`src/rtl/serial_subtractor_ctrl.sv`:
```
// Bit-serial subtractor: diff = a - b, one bit per clock, LSB first, through one shared
// full-subtract cell built from two NAND-only half subtractors and a borrow flop.

module half_subtractor_nand (
    input  logic x,
    input  logic y,
    output logic d,
    output logic bo
);
    logic n1, n2, n3;

    // d = x ^ y from four NANDs; borrow = ~x & y reuses n3 = ~(~x & y).
    assign n1 = ~(x & y);
    assign n2 = ~(x & n1);
    assign n3 = ~(y & n1);
    assign d  = ~(n2 & n3);
    assign bo = ~(n3 & n3);
endmodule

module serial_subtractor_ctrl #(
    parameter int WIDTH = 8
) (
    input  logic             clk,
    input  logic             rst,
    input  logic             start,
    input  logic [WIDTH-1:0] a,
    input  logic [WIDTH-1:0] b,
    output logic             busy,
    output logic             done,
    output logic [WIDTH-1:0] diff,
    output logic             bout
);
    localparam int CW = $clog2(WIDTH + 1);

    typedef enum logic [1:0] {IDLE, RUN, DONE} state_t;

    state_t           state, state_next;
    logic [WIDTH-1:0] sa, sb, sr, sr_next;
    logic             borrow;
    logic [CW-1:0]    cnt;
    logic             d1, b1, d, b2, bnext;
    logic             accept, last;

    half_subtractor_nand u_hs0 (.x(sa[0]), .y(sb[0]), .d(d1), .bo(b1));
    half_subtractor_nand u_hs1 (.x(d1),    .y(borrow), .d(d), .bo(b2));

    // OR of the two partial borrows, kept in NAND form.
    assign bnext  = ~(~b1 & ~b2);
    assign accept = start && (state == IDLE || state == DONE);
    assign last   = (state == RUN) && (cnt == CW'(WIDTH - 1));

    generate
        if (WIDTH == 1) begin : g_sr_one
            assign sr_next = d;
        end else begin : g_sr_many
            assign sr_next = {d, sr[WIDTH-1:1]};
        end
    endgenerate

    // NOTE: state registers use non-blocking assignments so every flop samples pre-edge values.
    always_ff @(posedge clk or posedge rst) begin
        if (rst) state <= IDLE;
        else     state <= state_next;
    end

    // NOTE: every output of this block gets a default first, so no path can infer a latch.
    always_comb begin
        state_next = state;
        unique case (state)
            IDLE:    if (start) state_next = RUN;
            RUN:     if (last)  state_next = DONE;
            DONE:    state_next = start ? RUN : IDLE;
            default: state_next = IDLE;
        endcase
    end

    assign busy = (state == RUN);
    assign done = (state == DONE);

    // NOTE: all datapath flops are reset, so an aborted operation leaves no stale result behind.
    always_ff @(posedge clk or posedge rst) begin
        if (rst) begin
            sa     <= '0;
            sb     <= '0;
            sr     <= '0;
            borrow <= 1'b0;
            cnt    <= '0;
            diff   <= '0;
            bout   <= 1'b0;
        end else if (accept) begin
            sa     <= a;
            sb     <= b;
            borrow <= 1'b0;
            cnt    <= '0;
        end else if (state == RUN) begin
            sr     <= sr_next;
            sa     <= sa >> 1;
            sb     <= sb >> 1;
            borrow <= bnext;
            cnt    <= cnt + CW'(1);
            if (last) begin
                diff <= sr_next;
                bout <= bnext;
            end
        end
    end
endmodule

```
`config.mk`:
```
export PLATFORM = sky130hd
export DESIGN_NAME = serial_subtractor_ctrl
export DESIGN_NICKNAME = d
export VERILOG_FILES = /design/src/rtl/serial_subtractor_ctrl.sv
export SDC_FILE = /design/constraint.sdc
export NUM_CORES = 1
export LEC_CHECK = 0
export ABC_CLOCK_PERIOD_IN_PS = 1330
export CAP_MARGIN = 40
export CORE_UTILIZATION = 43
export CTS_BUF_LIST = sky130_fd_sc_hd__clkbuf_16
export DETAILED_ROUTE_END_ITERATION = 6
export MAX_ROUTING_LAYER = met4
export PLACE_DENSITY = 0.75
export SYNTH_ARGS = -nofsm -noshare
export SYNTH_HDL_FRONTEND = slang
export SYNTH_SLANG_ARGS = --single-unit
export TNS_END_PERCENT = 50
```
`constraint.sdc`:
```
create_clock -name clk -period 1.33 [get_ports clk]
set_input_delay 0.266 -clock clk [delete_from_list [all_inputs] [get_ports clk]]
set_output_delay 0.266 -clock clk [all_outputs]
set_load 0.03 [all_outputs]
```
# Word level (Yosys, flattened, before mapping)
# Index checks and enable logic that the tools add are counted.
[classes] addsub=1 n_mux=12 n_eq_ne=5 bitwise=19 reduce_logical=8
[ops] cell="$mux 8" n=4
[ops] cell="$not 1->1" n=10
[ops] cell="$and 1x1->1" n=9
[ops] cell="$mux 4" n=2
[ops] cell="$pmux 2 s3" n=1
[ops] cell="$add 4x1->4 const B" n=1
[ops] cell="$eq 4x3->1 const B" n=1
[ops] cell="$mux 2" n=2
[ops] cell="$reduce_and 2->1" n=2
[ops] cell="$mux 1" n=3
[ops] cell="$reduce_and 3->1" n=1
[ops] cell="$eq 2x1->1 const B" n=1
[ops] cell="$eq 2x2->1 const B" n=1
[ops] cell="$logic_and 1x1->1" n=2
[ops] cell="$logic_not 2->1" n=1
[ops] cell="$ne 2x1->1 const B" n=1
[ops] cell="$ne 2x2->1 const B" n=1
[ops] cell="$reduce_bool 2->1" n=1
[ops] cell="$logic_or 1x1->1" n=1
[word_totals] input_bits=19 word_cells=53 out_inout_bits=11 regBits=40

# Depth between registers and ports, before layout
# Gate-level depths: netlist of run 1.
[logic_depth] depth_word=14 mapped_depth=7 mapped_depth_nobuf=4

# Hierarchy
# A second synthesis of run 1 with hierarchy kept.
[hier_totals] cells_unflattened=162 area_unflattened_um2=1657.8
[modules_own_cells] mod="serial_subtractor_ctrl" seq_area_each_um2=975.9 cells_per_inst=156 area_per_inst_um2=1617.8 instances=1
[modules_own_cells] mod="half_subtractor_nand" seq_area_each_um2=0.0 cells_per_inst=3 area_per_inst_um2=20.0 instances=2

# Worst setup path before layout of run 1
# Ideal clock, no wire load.
[synth_timing] kind="reg2reg" start="reg state[1]" end="reg diff[0]" path_buffers=1 setup_slack_ns=-0.138 arrival_time_ns=1.343 required_ns=1.205 path_stages_with_launch=5 setup_ns=0.125 cell_sequence="dfrtp_1 nand2b_1 buf_6 nor3_4 mux2_2"
[synth_via] elab_chain_cells=5
[synth_lines] element="start: declaration" line_no="37" rtl="state_t state, state_next;"
[synth_lines] element="start signal: assignment" line_no="63" rtl="else state <= state_next;"
[synth_lines] element="$eq 2x2->1 or $logic_not 2->1 (tied branches)" line_no="49" rtl="assign accept = start && (state == IDLE || state == DONE);"
[synth_lines] element="$logic_or 1x1->1" line_no="49"
[synth_lines] element="$logic_and 1x1->1" line_no="49"
[synth_lines] element="$not 1->1 (no source line)"
[synth_lines] element="$reduce_and 3->1 (no source line) (*)"
[synth_lines] element="end signal: assignment" line_no="102" rtl="diff <= sr_next;"
[synth_lines] element="end: declaration" line_no="30" rtl="output logic [WIDTH-1:0] diff,"
# Every way passes the cells marked *; elsewhere a longest branch is shown, timed or not.
# A chain may end at the register's enable or synchronous reset.

# Final worst setup path of run 1
[layout_timing] start="reg state[1]" end="out busy"
[layout_via] elab_chain_cells=1
[layout_lines] element="$eq 2x1->1" line_no="77" rtl="assign busy = (state == RUN);"
[layout_lines] element="end: declaration" line_no="28" rtl="output logic busy,"
# No other way between the ends.

==> results.md, run 1 <==
Power:
- The analysis attributes to net switching a power of 2.094 mW.
- Per report_power, the clock group accounts for 19.0% of the total.
- Combinational logic burns 45.1% of the power.
- The power density relative to cell area is 2458 nW/um^2.
- The sequential fraction of design power is 35.9%.
- IR analysis of the VDD net gives a maximum drop of 1.512 mV.
- The design internal power is 3.688 mW.
- Of the total power, the share spent switching nets is 36.22%.
- Summed over all cells, the static leakage comes to 1.113 nW.
- The overall power is 5.782 mW.

Floorplanning:
- The x dimension of the die is 63.55 um.
- The die covers 4039 sq um.
- For this design the top-level I/O count stands at 30.
- The die height is 63.55 um.
- The total area inside the core boundary comes to 3468 sq um.
- The number of cell rows is 21.
- The initial utilization of the core area, before any placement, comes to 46.97%.

Yosys:
- The most common cell in the synthesized netlist is dfrtp_1.
- In this run, synthesis produced a sequential element count of 39.
- In the synthesized netlist the dominant register cell turns out to be dfrtp_1.
- For this run, the number of Yosys warnings is 0.
- dfrtp_1 takes more of the synthesized area than any other cell.
- The commonest cells after synthesis are dfrtp_1, nand2_1, nor2_1, mux2_2, nor3_1.
- The post-synthesis net count is 175.
- Ranked by total cell area, the synthesized netlist is headed by dfrtp_1, nand2_1, mux2_2, a22oi_1, nor2_1.
- The top cell type by area accounts for 59.91% of the synthesized area.
- The per-instance average area after synthesis is 10.58 sq um.
- Summing every instance area after synthesis gives 1629 sq um.
- The number of synthesized flops with an enable pin is 0.
- Counting every instance in the synthesized netlist gives 154.
- After synthesis, the share of flip-flops with an asynchronous set or reset is 100.0%.
- After synthesis, the netlist uses 27 different library cells.
- Of the synthesized area, sequential elements account for 59.91%.

Placement:
- Before CTS, the worst setup slack after placement is -182.7 ps.
- Summed over all nets, the half-perimeter wirelength after detailed placement is 2.297 mm.
- The total placed instance area is 2108 sq um.
- The instance count after placement with tap cells included is 237.
- The number of port buffers is 29.
- The placer's final routability congestion estimate is 0.7809.

Routing:
- The length of the first detailed-routing pass in iterations is 4.
- Once detail routing completed, the nets flagged for antenna violations numbered 0.
- After detailed routing, the average wire length per cell comes to 14.79 um.
- The final routed DRC violation total is 0.
- The total detailed-routing wirelength is 3.652 mm.
- The starting DRC count in detailed routing is 101.
- For this block, the via count after detailed routing is 1,276.
- Using the TritonRoute via totals, the vias-per-cell ratio works out to 5.166.

Worst setup path:
- The last element of the critical path is busy.
- The minimum setup slack among reg-to-reg paths is -70 ps.
- The top fanout value on the critical path is 4.
- At the worst endpoint, the arrival time is 1150 ps.
- The worst setup path category is reg2out.
- The logic depth of the worst register-to-register path is 5.
- The worst register-to-register path begins at cnt[0].
- The endpoint of the worst register-to-register path is diff[3].
- The element type at the critical path end is an output port.
- The worst setup path is launched from a flip-flop.
- At the worst endpoint, the required time is 1060 ps.
- The start point of the critical path is state[1].

Hold path:
- The tightest min-delay check is of the in2async type.

Clock network:
- In this run the clock root is driven by a clkbuf_16.
- The clock passes through at most 2 buffers.
- The number of clock sinks seen by CTS is 39.
- The CTS tree is built.
- TritonCTS created 5 clock buffers.
- After clock tree synthesis, the flow added hold-fix buffers numbering 0.
- CTS built an H-tree with a depth of 2.
- After clock tree synthesis, the clock-pin slew on the worst setup and hold paths is 50 ps.
- Clock latency on the worst-skew pair, taken at its later pin, is 280 ps.

Global route:
- In the global route stage, met3 resource usage came out at 6.159%.
- The maximum number of pins on one net before global-route repair is 40.
- The layer flagged by global routing as most heavily used is met2.
- The number of antenna violations at the first check in global routing was 0.
- After global routing the overflow that remains totals 0.
- The global-route met2 utilization is 33.78%.
- The first global-routing pass estimated 6.389 mm of wire.
- The via count of the first global-routing pass is 1,354.
- Global routing consumed, over all layers together, 21.68% of the routing resources.
- The routing usage on met1 is 27.29%.

Timing:
- The worst clock skew on the final layout is 4.342 ps.
- The minimum clock period is 1412 ps.
- The slack of the critical path is -82.32 ps.
- Derived from the worst setup path, the maximum achievable clock frequency is 0.7081 GHz.
- Dividing the final minimum period by the clock period gives 106.2%.
- The hold violation total from the final report is 0.
- The final count of negative-setup-slack endpoints is 10.
- Setup repair after global routing could not meet its margin everywhere.
- After routing, the total negative slack on setup checks comes to -616.1 ps.
- The pin slew with the least headroom to its limit is 301.1 ps.
- The count of pins over their slew limit was 0.
- The worst hold margin is 338.1 ps.
- The relative slew slack is 80.01%.

Run status:
- The run finished, with violations left.
- The checks that failed: setup timing.

Finish:
- Of the cells placed in the final design, the portion with a size suffix greater than 1 is 21.39%.
- Counting the fill cells in the layout gives 275.
- The final design utilization is 67.82%.
- The growth of design area from synthesis to finish is 44.39%.
- Once layout is done, the placed cells without fillers occupy 2352 sq um.
- The number of antenna diodes in the final layout is 0.
- After the last flow step, the layout net total stands at 221.
- The finished layout holds 247 standard cells, fillers aside.

Flow run:
- Across the run, the number of max-cap violations was 0.
-- critical path: stages, from the launching register on --
cell      delay [ps]
dfrtp_1          390
nand2b_4         180
inv_2             70
buf_6            100
buf_6            120
-- sequential cells by signal, indices dropped and copies added, names as in the netlist --
signal / count
borrow: 1
bout: 1
cnt: 4
diff: 8
sa: 8
sb: 8
sr: 7
state: 2
-- cells in the final DEF, fill, tap and decap left out, drive strengths merged, types with 2 or more instances in the layout --
| cell | instances |
|---|---|
| clkdlybuf4s50 | 18 |
| o22ai | 6 |
| inv | 6 |
| nand2b | 2 |
| o21ai | 2 |
| dfrtp | 39 |
| a21oi | 2 |
| mux2i | 2 |
| and2b | 2 |
| mux2 | 8 |
| nand2 | 37 |
| nor2 | 10 |
| buf | 22 |
| a31oi | 2 |
| nor3 | 8 |
| clkbuf | 5 |
| nand3 | 6 |
| clkinv | 2 |
| a22oi | 5 |
| dlygate4sd2 | 6 |
| clkdlybuf4s15 | 3 |
-- how the worst min path moves through the flow --
stage,startpoint,endpoint,slack [ps],cells past startpoint
global route,rst,diff[6],390,3
detailed placement,sr[1],sr[1],460,2
global placement,sr[1],sr[1],460,2
CTS,rst,diff[5],360,3
finish,rst,diff[6],340,3
floorplan,b[1],sb[1],390,2
-- final cells by class --
cell class | count | area (sq um) | area share [%]
Clock buffer | 5 | 125.1 | 5.319
Clock inverter | 3 | 11.26 | 0.4787
Inverter | 5 | 18.77 | 0.7979
Multi-Input combinational cell | 100 | 655.6 | 27.87
Sequential cell | 39 | 975.9 | 41.49
Tap cell | 46 | 57.56 | 2.447
Timing Repair Buffer | 49 | 508.0 | 21.60
-- what timing repair did --
item                                   4_1_cts  5_1_grt
setup buffers                                0        2
setup endpoints to repair                   31       25
resized for setup                           27       12
gates cloned                                 0        0
pin swaps                                    0        1
endpoints found under the hold margin        0        0
-- routing by layer --
layer	vias up	part of all wire [%]
li1	608	-
met1	621	45
met2	43	48
met3	4	5.4
met4	0	1.1
met5	-	0
-- power by group through the flow --
stage                     combinational (mW)  clock [mW]  sequential, mW
after global placement                  2.31           0            2.02
after CTS                               2.47        1.13            2.04
after global routing                    2.87        1.18            2.14
final                                   2.61        1.10            2.08
after floorplan                         1.23           0            2.22
after detailed placement                2.37           0            2.04
-- cells by family (layout without fill, tap and decap cells) --
kind of cell | count (synthesis) | count (layout) | synth area share [%]
flip-flops | 39 | 39 | 59.91
buffers and inverters | 15 | 62 | 4.147
multiplexers | 10 | 10 | 6.759
AO/OA/AOI/OAI | 20 | 20 | 8.296
XOR/XNOR | 1 | 1 | 0.5377
AND/OR/NAND/NOR | 67 | 67 | 18.36
adder cells (fa/ha/maj) | 2 | 2 | 1.997
Power figures use the tool's default switching activity.
==> run 2, diff against run 1 <==
Settings changed: ABC_AREA set to 1.
==> run 2 against run 1 <==
  * The flow now finishes without violations
  * Combinational power hardly changed
  * Setup slack better by 110 ps
  * Clock skew hardly changed
  * Sequential power is 2% lower
  * Total power is 1.3% lower
  * Final cell count is 10% higher
  * Critical endpoint unchanged
  * Largest power group unchanged
==> results.md, run 2 <==
Global route:
- The number of antenna violations at the first check in global routing came to 0.
- Entering global routing, the biggest net connects 40 pins.
- The first global-routing pass estimated 5.471 mm of wire.
- The total track usage is 17.91%.
- The total overflow left after global routing is 0.
- The via count of the first global-routing pass came to 1,244.

Yosys:
- The most used standard cell by instance count after synthesis is nand2_1.
- The area fraction in compound gates after synthesis is 12.96%.
- The Yosys step of the flow raised 0 warnings.
- Of the total synthesized cell area, the portion taken by full adders, half adders and majority gates is 1.872%.
- After synthesis, the largest area contributor takes up 56.16% of total cell area.
- In this run, synthesis produced a sequential element count of 39.
- Ranked by instance count, the synthesized netlist is headed by nand2_1, dfrtp_1, nor2_1, inv_1, o21ai_2.
- The number of synthesized flops with an enable pin is 0.
- The share of synthesized area spent on multiplexers is 0%.
- The synthesized netlist devotes 21.31% of its cell area to simple gates.
- The summed instance area of the synthesized netlist is 1738 sq um.
- The cell count after synthesis is 180.
- After synthesis, the netlist uses 25 different library cells.
- Summing the areas of all xor and xnor instances in the mapped netlist gives 0% of the synthesized area.
- Sorting the synthesized cells by area gives the leading types as dfrtp_1, nand2_1, nor2_1, o21ai_2, inv_1.
- The post-synthesis net count is 201.
- After synthesis, flip-flops and latches occupy 56.16% of the total area.
- After synthesis, the largest family of logic cells by area is simple AND/OR/NAND/NOR gates.
- The share of async-settable or async-resettable flops after synthesis is 100.0%.
- The cell type with the highest aggregate area in the netlist is dfrtp_1.
- The per-instance average area after synthesis is 9.655 sq um.
- Among all flip-flop cells after synthesis, the most frequent one is dfrtp_1.

Placement:
- Once placement finished, the instance area stood at 2125 sq um.
- After legalization and detailed placement, the total HPWL measured 2.173 mm.
- The congestion estimate from routability-driven global placement came to 0.7420.
- Port buffering added 29 buffers.

Worst setup path:
- Data arrives at the worst endpoint at 1030 ps.
- In this run the register-to-register setup slack is 80 ps.
- The launching element type of the critical path is a flip-flop.
- The data required time of the worst path is 1060 ps.
- The worst setup path is captured at an output port.
- The worst setup path category is reg2out.
- Along the worst path, the maximum fanout reaches 5.
- The logic depth of the worst register-to-register path is 4.

Clock network:
- The quantity of hold-fixing buffers added after cts is 0.
- The register clock-pin slew on the reported worst setup and hold paths is 50 ps.
- The H-tree was split into 2 levels.
- The clock passes through at most 2 buffers.
- Clock tree synthesis inserted a total of 5 buffers.
- The clock net in this run drives a total of 39 sinks.
- The later pin in the worst-skew pair is clocked with a latency of 280 ps.
- The clock tree root buffer cell is clkbuf_16.
- TritonCTS built the clock tree.

Timing:
- The count of pins over their slew limit is 0.
- The worst clock skew on the final layout is 4.300 ps.
- The routed design could run at a clock period as short as 1299 ps.
- The hold violation total from the final report is 0.
- Setup violations remaining at the end of the flow were counted as 0.
- The relative slew slack is 79.86%.
- The share of the cycle needed by the critical path after routing is 97.64%.
- Summed over all failing endpoints, the final setup total negative slack is 0 ps.
- The pin slew with the least headroom to its limit is 303.4 ps.
- Timing would allow up to 0.7701 GHz.

Finish:
- In the final layout, the registers with the most flip-flops are diff (8), sa (8), sb (8).
- In the final layout, the share of cells above drive strength 1 is 21.43%.
- The final design instance area without fill is 2287 sq um.
- The growth of design area from synthesis to finish is 31.61%.
- The net count reported at finish is 245.
- The number of antenna diodes in the final layout is 0.
- The layout has 313 filler cells.
- In the layout the commonest cells are nand2_1, dfrtp_1, nor2_1.
- The most common library cell in the layout ignoring fill and taps is nand2_1.

Routing:
- Using the TritonRoute via totals, the vias-per-cell ratio works out to 4.632.
- The mean routed wirelength per cell is 11.64 um.
- Once detail routing completed, the nets flagged for antenna violations numbered 0.
- The final layout contains routed wiring with a total length of 3.165 mm.
- In the routed design, unresolved DRC markers number 0.
- The starting DRC count in detailed routing is 62.
- Summing over every cut layer, the via total after detailed routing is 1,260.
- Before antenna repair, the detailed router went through 4 iterations.

Power:
- VDD sags by at most 0.9689 mV.
- The leakage power is 1.125 nW.
- In this run the power density over the cells is 2495 nW/um^2.

Run status:
- The run finished with clean final reports.

Floorplanning:
- The overall die area is 4300 sq um.
- During I/O placement, the number of pins put on the boundary was 30.
- Row generation in the floorplan step produced 22 rows.
- The die height is 65.58 um.
- Once the floorplan was initialized, standard cells occupied 46.08% of the core.
- The area of the core region is 3771 sq um.
- The x dimension of the die is 65.58 um.

Flow run:
- Across the run, the number of max-cap violations was 0.

Hold path:
- The worst hold path belongs to the class in2async.
==> run 2: cell types whose count changed after synthesis, sizes merged, moves of 7 or more <==
cell    before  now
mux2         8    0
nand2       37   50
o211ai       0    7
o21ai        2   20
inv          5   22
nor2        10   25
==> run 2: path summary, 6_finish.rpt <==
kind                           from       end
max                        state[0]      busy
min                             rst     sb[4]
max reg2reg                   sb[0]     sr[7]
min reg2reg                 diff[5]   diff[5]
max in group asynchronous       rst  state[0]
min in group clk            diff[5]   diff[5]
==> run 2: kinds of logic after synthesis <==
logic type                 count (synthesis)
and+or+nand+nor                           83
buffers and inverters                     27
AOI/OAI and AO/OA                         29
adders and majority gates                  2
DFF                                       39
==> run 2: stage by stage <==
step	hold WS, ps	power, mW	setup slack [ps]	util, %	std cells
finish	336.4	5.708	31.44	60.65	272
global route	388.2	6.102	-0.0007772	60.65	272
CTS	354.3	5.655	-5.405	59.85	268
detailed placement	470.1	4.572	-37.10	56.34	261
global placement	453.6	4.492	10.23	56.34	261
floorplan	388.5	3.766	106.2	-	180
==> run 2: power by group <==
group	internal, mW	total, mW	switching [mW]
combinational	1.06	2.58	1.52
sequential	1.74	2.04	0.302
clock	0.672	1.09	0.414
==> run 2: layer usage <==
metal / vias to the layer above / global-route usage (%) / routed length [um]
li1: 650 / - / -
met1: 586 / 21.98 / 1474
met2: 20 / 27.06 / 1554
met3: 4 / 5.382 / 93
met4: 0 / 8.424 / 42
met5: - / - / 0
==> run 2: area by class of cell <==
type	instances	area, sq um	share of cell area, %
Sequential cell	39	977.2	42.72
Clock buffer	5	125.1	5.470
Timing Repair Buffer	42	397.9	17.40
Tap cell	48	60.06	2.626
Multi-Input combinational cell	114	628.1	27.46
Clock inverter	2	8.758	0.3829
Inverter	22	90.09	3.939
==> run 2: critical path: stages, from the launching register on <==
cell	delay (ps)
dfrtp_2	450
nand2_4	130
inv_8	50
buf_6	130
==> run 2: timing repair <==
action | CTS | global route
endpoints found under the setup margin | 8 | 1
pin swaps | 0 | 1
hold endpoints to repair | 0 | 0
buffers inserted | 0 | 4
resized for setup | 11 | 0
